File: config.mk
export PLATFORM = sky130hd
export DESIGN_NAME = hazard_sequencer_flat
export DESIGN_NICKNAME = d
export VERILOG_FILES = /design/src/rtl/hazard_sequencer_pkg.sv /design/src/rtl/hazard_sequencer_if.sv /design/src/rtl/hazard_sequencer_lu.sv /design/src/rtl/hazard_sequencer.sv /design/src/flat_wrapper.sv
export SDC_FILE = /design/constraint.sdc
export NUM_CORES = 1
export LEC_CHECK = 0
export ABC_AREA = 1
export CORE_MARGIN = 2
export CORE_UTILIZATION = 29
export DETAILED_ROUTE_END_ITERATION = 10
export PLACE_DENSITY = 0.69
export SLEW_MARGIN = 20
export SYNTH_ARGS = -nofsm -noshare
export SYNTH_HDL_FRONTEND = slang
export SYNTH_HIERARCHICAL = 1
export SYNTH_SLANG_ARGS = --single-unit
File: constraint.sdc
create_clock -name clk -period 1.15 [get_ports clk]
set_input_delay 0.23 -clock clk [delete_from_list [all_inputs] [get_ports clk]]
set_output_delay 0.23 -clock clk [all_outputs]
set_load 0.005 [all_outputs]
File: src/rtl/hazard_sequencer_pkg.sv
// Shared types and constants for the pipeline hazard sequencer and its neighbours
// (the branch unit uses the funct3 encodings as well).
package hazard_pkg;

    typedef enum logic {
        RUN      = 1'b0,
        BR_FLUSH = 1'b1
    } hz_state_t;

    localparam logic [4:0] REG_ZERO   = 5'd0;
    localparam logic [2:0] FUNCT3_BEQ = 3'b000;
    localparam logic [2:0] FUNCT3_BNE = 3'b001;

    typedef struct packed {
        logic pc_we;
        logic pc_sel_branch;
        logic if_id_we;
        logic id_ex_we;
        logic ex_mem_we;
        logic mem_wb_we;
        logic if_id_flush;
        logic id_ex_flush;
        logic busy_flush;
    } hz_ctrl_t;

endpackage

File: src/rtl/hazard_sequencer_if.sv
// Hazard sequencer bundle: pipeline status in, stall/flush/redirect controls out.
// Perf counter signals exist only when HAZARD_PERF_EN is defined.
interface hazard_sequencer_if;
    logic       ex_branch;
    logic       ex_branch_taken;
    logic       ex_mem_read;
    logic [4:0] ex_rd;
    logic [4:0] id_rs1;
    logic [4:0] id_rs2;
    logic       id_use_rs1;
    logic       id_use_rs2;
    logic       mem_busy;

    logic       pc_we;
    logic       pc_sel_branch;
    logic       if_id_we;
    logic       id_ex_we;
    logic       ex_mem_we;
    logic       mem_wb_we;
    logic       if_id_flush;
    logic       id_ex_flush;
    logic       busy_flush;

`ifdef HAZARD_PERF_EN
    logic [31:0] stall_cnt;
    logic [31:0] flush_cnt;
    logic [31:0] freeze_cnt;

    modport master (
        output ex_branch, ex_branch_taken, ex_mem_read, ex_rd, id_rs1, id_rs2,
               id_use_rs1, id_use_rs2, mem_busy,
        input  pc_we, pc_sel_branch, if_id_we, id_ex_we, ex_mem_we, mem_wb_we,
               if_id_flush, id_ex_flush, busy_flush, stall_cnt, flush_cnt, freeze_cnt
    );
    modport slave (
        input  ex_branch, ex_branch_taken, ex_mem_read, ex_rd, id_rs1, id_rs2,
               id_use_rs1, id_use_rs2, mem_busy,
        output pc_we, pc_sel_branch, if_id_we, id_ex_we, ex_mem_we, mem_wb_we,
               if_id_flush, id_ex_flush, busy_flush, stall_cnt, flush_cnt, freeze_cnt
    );
`else
    modport master (
        output ex_branch, ex_branch_taken, ex_mem_read, ex_rd, id_rs1, id_rs2,
               id_use_rs1, id_use_rs2, mem_busy,
        input  pc_we, pc_sel_branch, if_id_we, id_ex_we, ex_mem_we, mem_wb_we,
               if_id_flush, id_ex_flush, busy_flush
    );
    modport slave (
        input  ex_branch, ex_branch_taken, ex_mem_read, ex_rd, id_rs1, id_rs2,
               id_use_rs1, id_use_rs2, mem_busy,
        output pc_we, pc_sel_branch, if_id_we, id_ex_we, ex_mem_we, mem_wb_we,
               if_id_flush, id_ex_flush, busy_flush
    );
`endif
endinterface

File: src/rtl/hazard_sequencer_lu.sv
// Combinational load-use compare between the load in EX and the sources read in ID.
// Also reused standalone by the forwarding unit tests.
module load_use_detect
    import hazard_pkg::*;
(
    input  logic       ex_mem_read_i,
    input  logic [4:0] ex_rd_i,
    input  logic [4:0] id_rs1_i,
    input  logic [4:0] id_rs2_i,
    input  logic       id_use_rs1_i,
    input  logic       id_use_rs2_i,
    output logic       lu_o
);

    // x0 is hardwired zero, so a load targeting it never creates a dependency
    assign lu_o = ex_mem_read_i && (ex_rd_i != REG_ZERO) &&
                  ((id_use_rs1_i && (id_rs1_i == ex_rd_i)) ||
                   (id_use_rs2_i && (id_rs2_i == ex_rd_i)));

endmodule

File: src/rtl/hazard_sequencer.sv
// Central stall/flush/redirect controller for the 5-stage RV32I pipeline.
// Optional perf counters are built when HAZARD_PERF_EN is defined.
module hazard_sequencer
    import hazard_pkg::*;
#(
    parameter int IMEM_LAT = 1
) (
    input  logic               clk,
    input  logic               rst,
    hazard_sequencer_if.slave  hz
);

    localparam logic [1:0] LAT_C = 2'(IMEM_LAT);

    hz_state_t  state_q, state_d;
    logic [1:0] ctr_q, ctr_d;
    logic       lu;
    logic       redir;
    hz_ctrl_t   ctrl;

    load_use_detect u_lu (
        .ex_mem_read_i (hz.ex_mem_read),
        .ex_rd_i       (hz.ex_rd),
        .id_rs1_i      (hz.id_rs1),
        .id_rs2_i      (hz.id_rs2),
        .id_use_rs1_i  (hz.id_use_rs1),
        .id_use_rs2_i  (hz.id_use_rs2),
        .lu_o          (lu)
    );

    // Bubbles carry branch=0, so a taken branch in EX is always a real one
    assign redir = hz.ex_branch && hz.ex_branch_taken;

    always_comb begin
        ctrl    = '0;
        state_d = state_q;
        ctr_d   = ctr_q;
        if (rst) begin
            ctrl.if_id_flush = 1'b1;
            ctrl.id_ex_flush = 1'b1;
            state_d          = RUN;
            ctr_d            = 2'd0;
        end else if (hz.mem_busy) begin
            ctrl.busy_flush = (state_q == BR_FLUSH);
        end else if (redir) begin
            ctrl          = '1;
            ctrl.busy_flush = (state_q == BR_FLUSH);
            if (IMEM_LAT > 0) begin
                state_d = BR_FLUSH;
                ctr_d   = LAT_C;
            end else begin
                state_d = RUN;
                ctr_d   = 2'd0;
            end
        end else if (state_q == BR_FLUSH) begin
            ctrl.pc_we       = 1'b1;
            ctrl.if_id_we    = 1'b1;
            ctrl.id_ex_we    = 1'b1;
            ctrl.ex_mem_we   = 1'b1;
            ctrl.mem_wb_we   = 1'b1;
            ctrl.if_id_flush = 1'b1;
            ctrl.busy_flush  = 1'b1;
            // Counter value 1 marks the last wrong-path fetch still in flight
            if (ctr_q <= 2'd1) begin
                state_d = RUN;
                ctr_d   = 2'd0;
            end else begin
                ctr_d = ctr_q - 2'd1;
            end
        end else if (lu) begin
            ctrl.id_ex_we    = 1'b1;
            ctrl.ex_mem_we   = 1'b1;
            ctrl.mem_wb_we   = 1'b1;
            ctrl.id_ex_flush = 1'b1;
        end else begin
            ctrl.pc_we     = 1'b1;
            ctrl.if_id_we  = 1'b1;
            ctrl.id_ex_we  = 1'b1;
            ctrl.ex_mem_we = 1'b1;
            ctrl.mem_wb_we = 1'b1;
        end
    end

    always_ff @(posedge clk) begin
        if (rst) begin
            state_q <= RUN;
            ctr_q   <= 2'd0;
        end else begin
            state_q <= state_d;
            ctr_q   <= ctr_d;
        end
    end

    assign hz.pc_we         = ctrl.pc_we;
    assign hz.pc_sel_branch = ctrl.pc_sel_branch;
    assign hz.if_id_we      = ctrl.if_id_we;
    assign hz.id_ex_we      = ctrl.id_ex_we;
    assign hz.ex_mem_we     = ctrl.ex_mem_we;
    assign hz.mem_wb_we     = ctrl.mem_wb_we;
    assign hz.if_id_flush   = ctrl.if_id_flush;
    assign hz.id_ex_flush   = ctrl.id_ex_flush;
    assign hz.busy_flush    = ctrl.busy_flush;

`ifdef HAZARD_PERF_EN
    logic        stall_c, redir_c, freeze_c;
    logic [31:0] stall_cnt_q, flush_cnt_q, freeze_cnt_q;

    assign freeze_c = !rst && hz.mem_busy;
    assign redir_c  = !rst && !hz.mem_busy && redir;
    assign stall_c  = !rst && !hz.mem_busy && !redir && (state_q == RUN) && lu;

    always_ff @(posedge clk) begin
        if (rst) begin
            stall_cnt_q  <= '0;
            flush_cnt_q  <= '0;
            freeze_cnt_q <= '0;
        end else begin
            if (stall_c)  stall_cnt_q  <= stall_cnt_q + 32'd1;
            if (redir_c)  flush_cnt_q  <= flush_cnt_q + 32'd1;
            if (freeze_c) freeze_cnt_q <= freeze_cnt_q + 32'd1;
        end
    end

    assign hz.stall_cnt  = stall_cnt_q;
    assign hz.flush_cnt  = flush_cnt_q;
    assign hz.freeze_cnt = freeze_cnt_q;
`endif

endmodule
File: src/flat_wrapper.sv
// flat-port wrapper written by rule: the top's interface ports become plain ports
module hazard_sequencer_flat import hazard_pkg::*;
#(
    parameter int IMEM_LAT = 1
)
  (clk, rst, hz_ex_branch, hz_ex_branch_taken, hz_ex_mem_read, hz_ex_rd, hz_id_rs1, hz_id_rs2, hz_id_use_rs1, hz_id_use_rs2, hz_mem_busy, hz_pc_we, hz_pc_sel_branch, hz_if_id_we, hz_id_ex_we, hz_ex_mem_we, hz_mem_wb_we, hz_if_id_flush, hz_id_ex_flush, hz_busy_flush);
  hazard_sequencer_if hz_i ();
  input  logic clk;
  input  logic rst;
  input wire logic [$bits(hz_i.ex_branch)-1:0] hz_ex_branch;
  input wire logic [$bits(hz_i.ex_branch_taken)-1:0] hz_ex_branch_taken;
  input wire logic [$bits(hz_i.ex_mem_read)-1:0] hz_ex_mem_read;
  input wire logic [$bits(hz_i.ex_rd)-1:0] hz_ex_rd;
  input wire logic [$bits(hz_i.id_rs1)-1:0] hz_id_rs1;
  input wire logic [$bits(hz_i.id_rs2)-1:0] hz_id_rs2;
  input wire logic [$bits(hz_i.id_use_rs1)-1:0] hz_id_use_rs1;
  input wire logic [$bits(hz_i.id_use_rs2)-1:0] hz_id_use_rs2;
  input wire logic [$bits(hz_i.mem_busy)-1:0] hz_mem_busy;
  output wire logic [$bits(hz_i.pc_we)-1:0] hz_pc_we;
  output wire logic [$bits(hz_i.pc_sel_branch)-1:0] hz_pc_sel_branch;
  output wire logic [$bits(hz_i.if_id_we)-1:0] hz_if_id_we;
  output wire logic [$bits(hz_i.id_ex_we)-1:0] hz_id_ex_we;
  output wire logic [$bits(hz_i.ex_mem_we)-1:0] hz_ex_mem_we;
  output wire logic [$bits(hz_i.mem_wb_we)-1:0] hz_mem_wb_we;
  output wire logic [$bits(hz_i.if_id_flush)-1:0] hz_if_id_flush;
  output wire logic [$bits(hz_i.id_ex_flush)-1:0] hz_id_ex_flush;
  output wire logic [$bits(hz_i.busy_flush)-1:0] hz_busy_flush;
  assign hz_i.ex_branch = hz_ex_branch;
  assign hz_i.ex_branch_taken = hz_ex_branch_taken;
  assign hz_i.ex_mem_read = hz_ex_mem_read;
  assign hz_i.ex_rd = hz_ex_rd;
  assign hz_i.id_rs1 = hz_id_rs1;
  assign hz_i.id_rs2 = hz_id_rs2;
  assign hz_i.id_use_rs1 = hz_id_use_rs1;
  assign hz_i.id_use_rs2 = hz_id_use_rs2;
  assign hz_i.mem_busy = hz_mem_busy;
  assign hz_pc_we = hz_i.pc_we;
  assign hz_pc_sel_branch = hz_i.pc_sel_branch;
  assign hz_if_id_we = hz_i.if_id_we;
  assign hz_id_ex_we = hz_i.id_ex_we;
  assign hz_ex_mem_we = hz_i.ex_mem_we;
  assign hz_mem_wb_we = hz_i.mem_wb_we;
  assign hz_if_id_flush = hz_i.if_id_flush;
  assign hz_id_ex_flush = hz_i.id_ex_flush;
  assign hz_busy_flush = hz_i.busy_flush;
  hazard_sequencer #(.IMEM_LAT(IMEM_LAT)) u_core (.clk(clk), .rst(rst), .hz(hz_i));
endmodule
==> Word level (Yosys, flattened, before mapping) <==
Index checks and enable logic that the tools add are counted.
{ "totals": {"register_bits": 3, "latchBits": 0, "mem_bits_rw": 0, "rom_bits": 0, "in_bits": 23, "output_inout_bits": 9, "wordCells": 36, "memories": 0} }
{ "classes": {"addsub": 1, "n_mul": 0, "div_mod_pow": 0, "n_lt_le_gt_ge": 1, "n_eq_ne": 2, "shift": 0, "muxes": 20, "bitwise_logic": 1, "reduce_logical": 9} }
{ "op_table": {"columns": ["cell", "n"], "rows": [
  ["$mux 1", 12],
  ["$eq 5x5->1", 2],
  ["$mux 2", 4],
  ["$mux 8", 1],
  ["$mux 7", 1],
  ["$mux 6", 1],
  ["$logic_and 1x1->1", 5],
  ["$reduce_bool 5->1", 1],
  ["$mux 4", 1],
  ["$le 2x1->1 const B", 1],
  ["$reduce_and 2->1", 1],
  ["$reduce_bool 2->1", 1],
  ["$sub 2x1->2 const B", 1],
  ["$logic_or 1x1->1", 1],
  ["$not 1->1", 1]
]} }

==> Logic depth before layout (Yosys ltp) <==
Gate-level depths: netlist of the first run.
{ "logic_depth": {"depth_word": 9, "depth_mapped": 10, "mapped_depth_nobuf": 10} }

==> Hierarchy <==
Netlist of the first run, hierarchy kept.
{ "modules_own_cells": {"columns": ["module", "instances", "cells_per_inst", "area_per_inst_um2", "seq_area_each_um2"], "rows": [
  ["load_use_detect", 1, 54, 216.5, 0.0],
  ["hazard_sequencer", 1, 36, 212.7, 60.1]
]} }

==> Worst setup path after synthesis of the first run <==
No wires, ideal clock.
{ "synth_path": {"path_type": "input to output", "startpoint": "in hz_ex_rd[2]", "endpoint": "out hz_pc_we", "arrival_time_ps": 989, "required_time_ps": 920, "path_slack_ps": -69, "path_stages": 9, "n_path_buf": 1, "cell_sequence": "inv_1 nor2_1 a21oi_1 nand3_1 a21oi_1 inv_1 nor2_1 a21oi_1 buf_4"} }
{ "synth_between": {"elab_chain_len": 9, "word_cells_on_any_way": 13, "cone_classes": "eq/ne (2); mux (5); reduce/logical (6)"} }
{ "synth_lines": {"columns": ["item", "line_no", "text"], "rows": [
  ["from (decl)", "flat_wrapper.sv:13", "input wire logic [$bits(hz_i.ex_rd)-1:0] hz_ex_rd;"],
  ["$eq 5x5->1, on equally long branches", "hazard_sequencer_lu.sv:17, hazard_sequencer_lu.sv:18", null],
  ["$logic_and 1x1->1, on equally long branches", "hazard_sequencer_lu.sv:17, hazard_sequencer_lu.sv:18", null],
  ["$logic_or 1x1->1", "hazard_sequencer_lu.sv:17", "((id_use_rs1_i && (id_rs1_i == ex_rd_i)) ||"],
  ["$logic_and 1x1->1 (*)", "hazard_sequencer_lu.sv:16", "assign lu_o = ex_mem_read_i && (ex_rd_i != REG_ZERO) &&"],
  ["net u_core.lu", "hazard_sequencer.sv:17", "logic lu;"],
  ["$mux 1 (*)", "hazard_sequencer.sv:70", "end else if (lu) begin"],
  ["$mux 1 (*)", "hazard_sequencer.sv:55", "end else if (state_q == BR_FLUSH) begin"],
  ["$mux 1 (*)", "hazard_sequencer.sv:45", "end else if (redir) begin"],
  ["$mux 8 (*)", "hazard_sequencer.sv:43", "end else if (hz.mem_busy) begin"],
  ["$mux 6 (*)", "hazard_sequencer.sv:38", "if (rst) begin"],
  ["to (decl)", "flat_wrapper.sv:19", "output wire logic [$bits(hz_i.pc_we)-1:0] hz_pc_we;"]
]} }
The timed path passes the listed nets; every way through them passes the cells marked *.

==> Worst setup path after layout of the first run <==
{ "layout_path": {"startpoint": "in hz_ex_rd[4]", "endpoint": "out hz_id_ex_flush"} }
{ "layout_between": {"elab_chain_len": 9, "word_cells_on_any_way": 13, "cone_classes": "eq/ne (2); mux (5); reduce/logical (6)"} }
{ "layout_lines": {"columns": ["item", "line_no", "text"], "rows": [
  ["$eq 5x5->1, on equally long branches", "hazard_sequencer_lu.sv:17, hazard_sequencer_lu.sv:18", null],
  ["$logic_and 1x1->1, on equally long branches", "hazard_sequencer_lu.sv:17, hazard_sequencer_lu.sv:18", null],
  ["$logic_or 1x1->1", "hazard_sequencer_lu.sv:17", null],
  ["$logic_and 1x1->1 (*)", "hazard_sequencer_lu.sv:16", null],
  ["net u_core.lu", "hazard_sequencer.sv:17", null],
  ["$mux 1 (*)", "hazard_sequencer.sv:70", null],
  ["$mux 1 (*)", "hazard_sequencer.sv:55", null],
  ["$mux 7 (*)", "hazard_sequencer.sv:45", null],
  ["$mux 8 (*)", "hazard_sequencer.sv:43", null],
  ["$mux 2 (*)", "hazard_sequencer.sv:38", null],
  ["to (decl)", "flat_wrapper.sv:26", "output wire logic [$bits(hz_i.id_ex_flush)-1:0] hz_id_ex_flush;"]
]} }
Marks and branches as above.

==> qor.txt, run 1 <==
status = finished, violations left
failing checks = setup timing
FP Rows = 13
pwr dens = 616 nW/um2
Post-Syn Instances = 90
GPL Wtd Cong = 0.829
total CTS buffers = 3
Routed WL = 1420 um
final worst slack = -0.288 ns
Die Ht = 42.5 um
clock network power share = 0.339
hold path depth = 2
Least-Margin Pin Slew = 0.159 ns
Int Pwr = 0.373 mW
core area = 1330 um2
Final Util = 0.650
DRT iter0 DRCs = 16
Critical R2R Launch = u_core/state_q
largest family of logic cells by synthesized area = simple AND/OR/NAND/NOR gates
Required @ worst endpoint = 0.92 ns
Adder-Cell Fraction of Synth Area = 0
ratio of cells with drive above 1 in the final layout = 0.474
number of max-cap violations = 0
Port Buffers = 31
min Tclk post-route = 1.44 ns
total power = 0.534 mW
Warnings, synthesis = 6
hold worst-path end = u_core/ctr_q[0]
tightest hold margin = 0.495 ns
drt drc = 0
# setup viols final = 4
initial antenna violation count = 0
Die ar. = 1800 um2
DR vias = 672
Worst Reg-to-Reg Cells = 7
P_sw = 0.161 mW
Arr. time, crit path = 1.21 ns
Min-Delay Path Class = reg2reg
relative slew slack = 0.893
crit-path max FO = 4
RR Endpoint = u_core/ctr_q[1]
first-pass GRT wire length = 2290 um
worst vdd ir = 493 uV
routed vias/inst = 4.42
syn nets = 113
clock skew = 0.00650 ns
FF-to-FF setup slack = 0.19 ns
Critical Path Sink Type = output port
Worst Setup Start Kind = primary input
Die W = 42.5 um
mux contribution to synthesized area = 0
Worst-path clk slew = 0.04 ns
combinational fraction of design power = 0.453
Netlist cell types = 13
Final #Nets = 161
Seq cells post-synth = 3
Pins Over Slew Limit = 0
Initial DRT Pass Iterations = 4
Synth Area in Compound Gates = 0.102
ANT cells = 0
CTS Root Cell = clkbuf_4
CP Class = in2out
Starting Density = 0.322
RSZ-0062 raised after global routing = true
Clock Latency Late Sink = 0.23 ns
Wirelength per Cell = 9.37 um
HPWL Detailed = 1070 um
hold_sp = u_core/ctr_q[0]
Post-DRT Antenna Nets = 0
post-synthesis simple-gate area fraction = 0.513
P&R area growth vs syn = 102%
Final Cycle Share = 1.25
htree depth = 1
Seq pwr share = 0.208
sequential cell area fraction in the yosys report = 0.140
Synth Area in XOR/XNOR = 0
Placed Cells = 141
Final Hold Viols = 0
Max Root-Sink Buffers = 2
Pleak = 0.509 nW
vias in the first global route = 563
CTS tree = yes
pre-CTS WS = -1.18 ns
clk sink count = 3
syn_area_per_cell = 4.77 um2
Total Routing Usage GR = 0.161
Ports = 32
Finished Layout Cells = 152
Remaining Overflow, GRT = 0
fmax = 696 MHz
Switching Fraction = 0.302
post-synthesis cell area = 429 um2
largest net degree at the start of global routing = 5
-- cells by family (layout without fill, tap and decap cells) --
logic type	count (synthesis)	in the layout
DFF	3	3
and+or+nand+nor	54	54
AOI/OAI and AO/OA	8	8
buffers and inverters	25	72
-- cell usage after synthesis, drive strengths merged --
cell   instances  area [um2]
or2            1        6.26
buf            3        22.5
inv           22        82.6
nand2         36         143
nand3          2        10.0
nand4          2        12.5
a21oi          4        23.8
nor2          13        48.8
o21ai          4        20.0
dfxtp          3        60.1
-- critical path: stages --
cell	delay [ns]
buf_8	0.11
nand2_4	0.05
nand2_2	0.05
nor2_2	0.12
nand3_1	0.10
a21oi_1	0.15
inv_1	0.06
o21ai_1	0.11
nand2_1	0.06
nand2_1	0.06
buf_2	0.10
-- power by group through the flow --
stage          clock network [mW]  logic (mW)  registers, mW
2_1_floorplan                   0      0.0829          0.113
3_3_place_gp                    0       0.223          0.113
3_5_place_dp                    0       0.225          0.113
4_1_cts                     0.188       0.216          0.111
5_1_grt                     0.200       0.267          0.112
6_report                    0.181       0.242          0.111
-- per-stage QoR --
| stage | TNS [ns] | area [um2] |
|---|---|---|
| 3_5_place_dp | -6.68 | 796 |
| 2_1_floorplan | -0.0886 | 429 |
| 6_report | -0.905 | 867 |
| 3_3_place_gp | -6.59 | 796 |
| 4_1_cts | -0.901 | 806 |
| 5_1_grt | -1.29 | 867 |
-- what timing repair did --
action                                  4_1_cts  5_1_grt
pin swaps                                    27       12
hold buffers                                  0        0
resized for setup                           116       17
setup buffers                                 6        1
endpoints found under the setup margin        9        8
gates cloned                                  0        0
-- metal layers --
layer	part of all wire	vias to the layer above	global-route usage
met5	0	-	0
met4	0.0056	0	0.0688
met3	0.042	2	0.0172
met2	0.52	19	0.271
met1	0.43	298	0.204
li1	-	353	-
-- layout by cell type (no fill, tap or decap), types with 3 or more instances in the layout --
master and instances:
dlygate4sd2_1 6, buf_2 12, nor2_1 10, clkbuf_4 3
inv_1 11, inv_2 10, nand2_1 27, nand2_2 7
buf_6 8, buf_4 15, clkdlybuf4s15_1 4
-- registers in the layout, summed over array words and instances (netlist names) --
name / flops
u_core/state_q: 1
u_core/ctr_q: 2
-- layout make-up --
cell class,instances,area (um2)
Fill cell,121,467
Timing Repair Buffer,46,370
Multi-Input combinational cell,62,305
Inverter,22,85.1
Sequential cell,3,61.3
Clock buffer,4,26.3
Tap cell,15,18.8
-- worst max path at each step --
stage           startpoint             end  slack [ns]  cells after the start
3_3_place_gp   hz_ex_rd[4]  hz_id_ex_flush       -1.16                     12
2_1_floorplan  hz_ex_rd[2]        hz_pc_we       -0.07                      9
3_5_place_dp   hz_ex_rd[4]  hz_id_ex_flush       -1.18                     12
6_report       hz_ex_rd[4]  hz_id_ex_flush       -0.29                     11
5_1_grt        hz_ex_rd[4]  hz_id_ex_flush       -0.41                     12
4_1_cts        hz_ex_rd[4]  hz_id_ex_flush       -0.29                     11
No activity file was read; power rests on OpenSTA's default activity.
==> run 2: changes to the inputs <==
--- a/config.mk
+++ b/config.mk
@@ -6,12 +6,15 @@
 export NUM_CORES = 1
 export LEC_CHECK = 0
 export ABC_AREA = 1
+export CAP_MARGIN = 20
 export CORE_MARGIN = 2
 export CORE_UTILIZATION = 29
 export DETAILED_ROUTE_END_ITERATION = 10
+export MAX_ROUTING_LAYER = met4
 export PLACE_DENSITY = 0.69
 export SLEW_MARGIN = 20
 export SYNTH_ARGS = -nofsm -noshare
 export SYNTH_HDL_FRONTEND = slang
 export SYNTH_HIERARCHICAL = 1
 export SYNTH_SLANG_ARGS = --single-unit
+export TNS_END_PERCENT = 50
==> results of run 2 <==
Final layout, timing and power as in run 1 (identical DEF).
Main changes from that run: final weighted congestion in routability-driven placement 0.829 -> 0.841; via count of the first global-routing pass 563 -> 562; overall routing resource usage 0.161 -> 0.165
==> run 3: changes to the inputs <==
--- a/config.mk
+++ b/config.mk
@@ -12,6 +12,7 @@
 export DETAILED_ROUTE_END_ITERATION = 10
 export MAX_ROUTING_LAYER = met4
 export PLACE_DENSITY = 0.69
+export SETUP_SLACK_MARGIN = 0.1
 export SLEW_MARGIN = 20
 export SYNTH_ARGS = -nofsm -noshare
 export SYNTH_HDL_FRONTEND = slang
==> qor.txt, run 3 (same netlist as run 1, synthesis figures left out) <==
fmax = 702 MHz (+1.0%)
commonest non-fill, non-tap cells in the layout = nand2_1, buf_4, buf_2
# setup viols final = 4 (unchanged)
CP max stage delay = 0.15 ns (about the same)
Wirelength per Cell = 9.55 um (+2.0%)
total CTS buffers = 3 (unchanged)
Largest regs = u_core/ctr_q (2), u_core/state_q (1)
P_sw = 0.162 mW (+0.73%)
core area = 1330 um2 (unchanged)
Total Routing Usage GR = 0.170
Pins Over Slew Limit = 0 (unchanged)
pwr dens = 616 nW/um2 (about the same)
CP max-delay cell = a21oi_1
Seq pwr share = 0.206 (-0.002)
crit-path max FO = 4 (unchanged)
area occupied by multi-input gates = 305 um2 (unchanged)
clk sink count = 3 (unchanged)
Setup TNS = -0.906 ns (-0.000790 ns)
htree depth = 1 (unchanged)
Int Pwr = 0.377 mW (+1.1%)
commonest non-fill, non-tap cell in the layout = nand2_1
Least-Margin Pin Slew = 0.150 ns (-0.00919 ns)
combinational fraction of design power = 0.460 (+0.007)
Post-DRT Antenna Nets = 0 (unchanged)
DRT iter0 DRCs = 12 (-4)
FILL cells = 121 (unchanged)
Biggest register = u_core/ctr_q
first-pass GRT wire length = 2370 um (+3.3%)
Routed WL = 1470 um (+3.3%)
Min-Delay Path Class = in2reg
Finished Layout Cells = 154 (+1.3%)
min Tclk post-route = 1.42 ns (-0.0142 ns)
HPWL Detailed = 1070 um (unchanged)
clock network power share = 0.333 (-0.006)
Die ar. = 1800 um2 (unchanged)
Final #Nets = 163 (+1.2%)
relative slew slack = 0.899 (+0.00619)
Clock Latency Late Sink = 0.23 ns (about the same)
largest net degree at the start of global routing = 5 (unchanged)
status = finished, violations left
vias in the first global route = 586
worst vdd ir = 500 uV (+1.5%)
Placed Cells = 141 (unchanged)
FP Rows = 13 (unchanged)
initial antenna violation count = 0 (unchanged)
max reg flops = 2 (unchanged)
Critical Path Sink Type = output port
DR vias = 665 (-1.0%)
ratio of cells with drive above 1 in the final layout = 0.504 (+0.0291)
RSZ-0062 raised after global routing = true
tightest hold margin = 0.491 ns (-0.00424 ns)
CTS tree = yes
Final Cycle Share = 1.24 (-0.0124)
Remaining Overflow, GRT = 0 (unchanged)
GPL Wtd Cong = 0.841
Initial DRT Pass Iterations = 3 (-1)
Die W = 42.5 um (unchanged)
number of max-cap violations = 0 (unchanged)
drt drc = 0 (unchanged)
Port Buffers = 31 (unchanged)
P&R area growth vs syn = 104%
Die Ht = 42.5 um (unchanged)
Switching Fraction = 0.301 (-0.000737)
Final Util = 0.657 (+0.00657)
Final Hold Viols = 0 (unchanged)
routed vias/inst = 4.32 (-2.3%)
Starting Density = 0.322 (unchanged)
Required @ worst endpoint = 0.92 ns (about the same)
failing checks = setup timing
Register Area = 61.3 um2 (unchanged)
CTS Root Cell = clkbuf_4
Pleak = 0.517 nW (+1.6%)
Worst Setup Start Kind = primary input
Ports = 32 (unchanged)
Post-CTS Hold Buffers = 0 (unchanged)
crit-path cells = buf_8 -> nand2_4 -> nand2_2 -> nor2_2 -> nand3_1 -> a21oi_1 -> inv_1 -> o21ai_1 -> nand2_1 -> nand2_1 -> buf_2
ANT cells = 0 (unchanged)
Worst-path clk slew = 0.04 ns (about the same)
clock skew = 0.00514 ns (-0.00136 ns)
critical path's most frequent cell = nand2_1
CP Class = in2out
Max Root-Sink Buffers = 2 (unchanged)
pre-CTS WS = -1.18 ns (unchanged)
final worst slack = -0.274 ns (+0.0142 ns)
Arr. time, crit path = 1.19 ns (-0.02 ns)
[run 3: cell count changes in the layout (fill, tap and decap cells not counted), sizes merged]
cell,delta
buf,+4
dlygate4sd2,-4
clkbuf,+1
clkdlybuf4s15,+1
[run 3: metrics by stage]
stage | instance area, um2 | power (mW)
global placement | 796 | 0.336
CTS | 826 | 0.524
detailed placement | 796 | 0.338
global route | 876 | 0.585
finish | 876 | 0.539
floorplan | 429 | 0.196
[run 3: metal layers]
layer	global-route usage	routed length (um)
met4	0.0688	8
met3	0.0172	46
met2	0.289	772
met1	0.204	642
met5	-	0
[run 3: power groups by stage]
stage / Sequential [mW] / Clock [mW] / Combinational (mW)
after global placement: 0.113 / 0 / 0.223
after global routing: 0.112 / 0.200 / 0.274
final: 0.111 / 0.180 / 0.248
after detailed placement: 0.113 / 0 / 0.225
after CTS: 0.111 / 0.188 / 0.225
after floorplan: 0.113 / 0 / 0.0829
[run 3: worst paths after layout]
path	from	end	slack (ns)	cells after the start
setup / recovery	hz_ex_rd[4]	hz_id_ex_flush	-0.27	11
hold / removal	hz_mem_busy	u_core/state_q	0.49	4
setup reg to reg	u_core/state_q	u_core/ctr_q[1]	0.19	7
hold reg to reg	u_core/ctr_q[0]	u_core/ctr_q[0]	0.50	2
[run 3: repair_timing]
action / 4_1_cts / 5_1_grt
endpoints found under the setup margin: 10 / 9
pin swaps: 27 / 11
buffers inserted: 8 / 1
gates resized for setup: 126 / 16
[run 3: cell type report]
type                       instances  share of cell area
clock buffer                       4              0.0300
inverter                          22              0.0971
multi-input combinational         62               0.349
sequential                         3              0.0700
tap                               15              0.0214
timing repair buffer              48               0.433
[run 3: worst max-delay path, delay by kind of cell]
kind | cells | cell delay, ns
buffers and inverters | 3 | 0.27
and+or+nand+nor | 6 | 0.43
AOI/OAI and AO/OA | 2 | 0.26
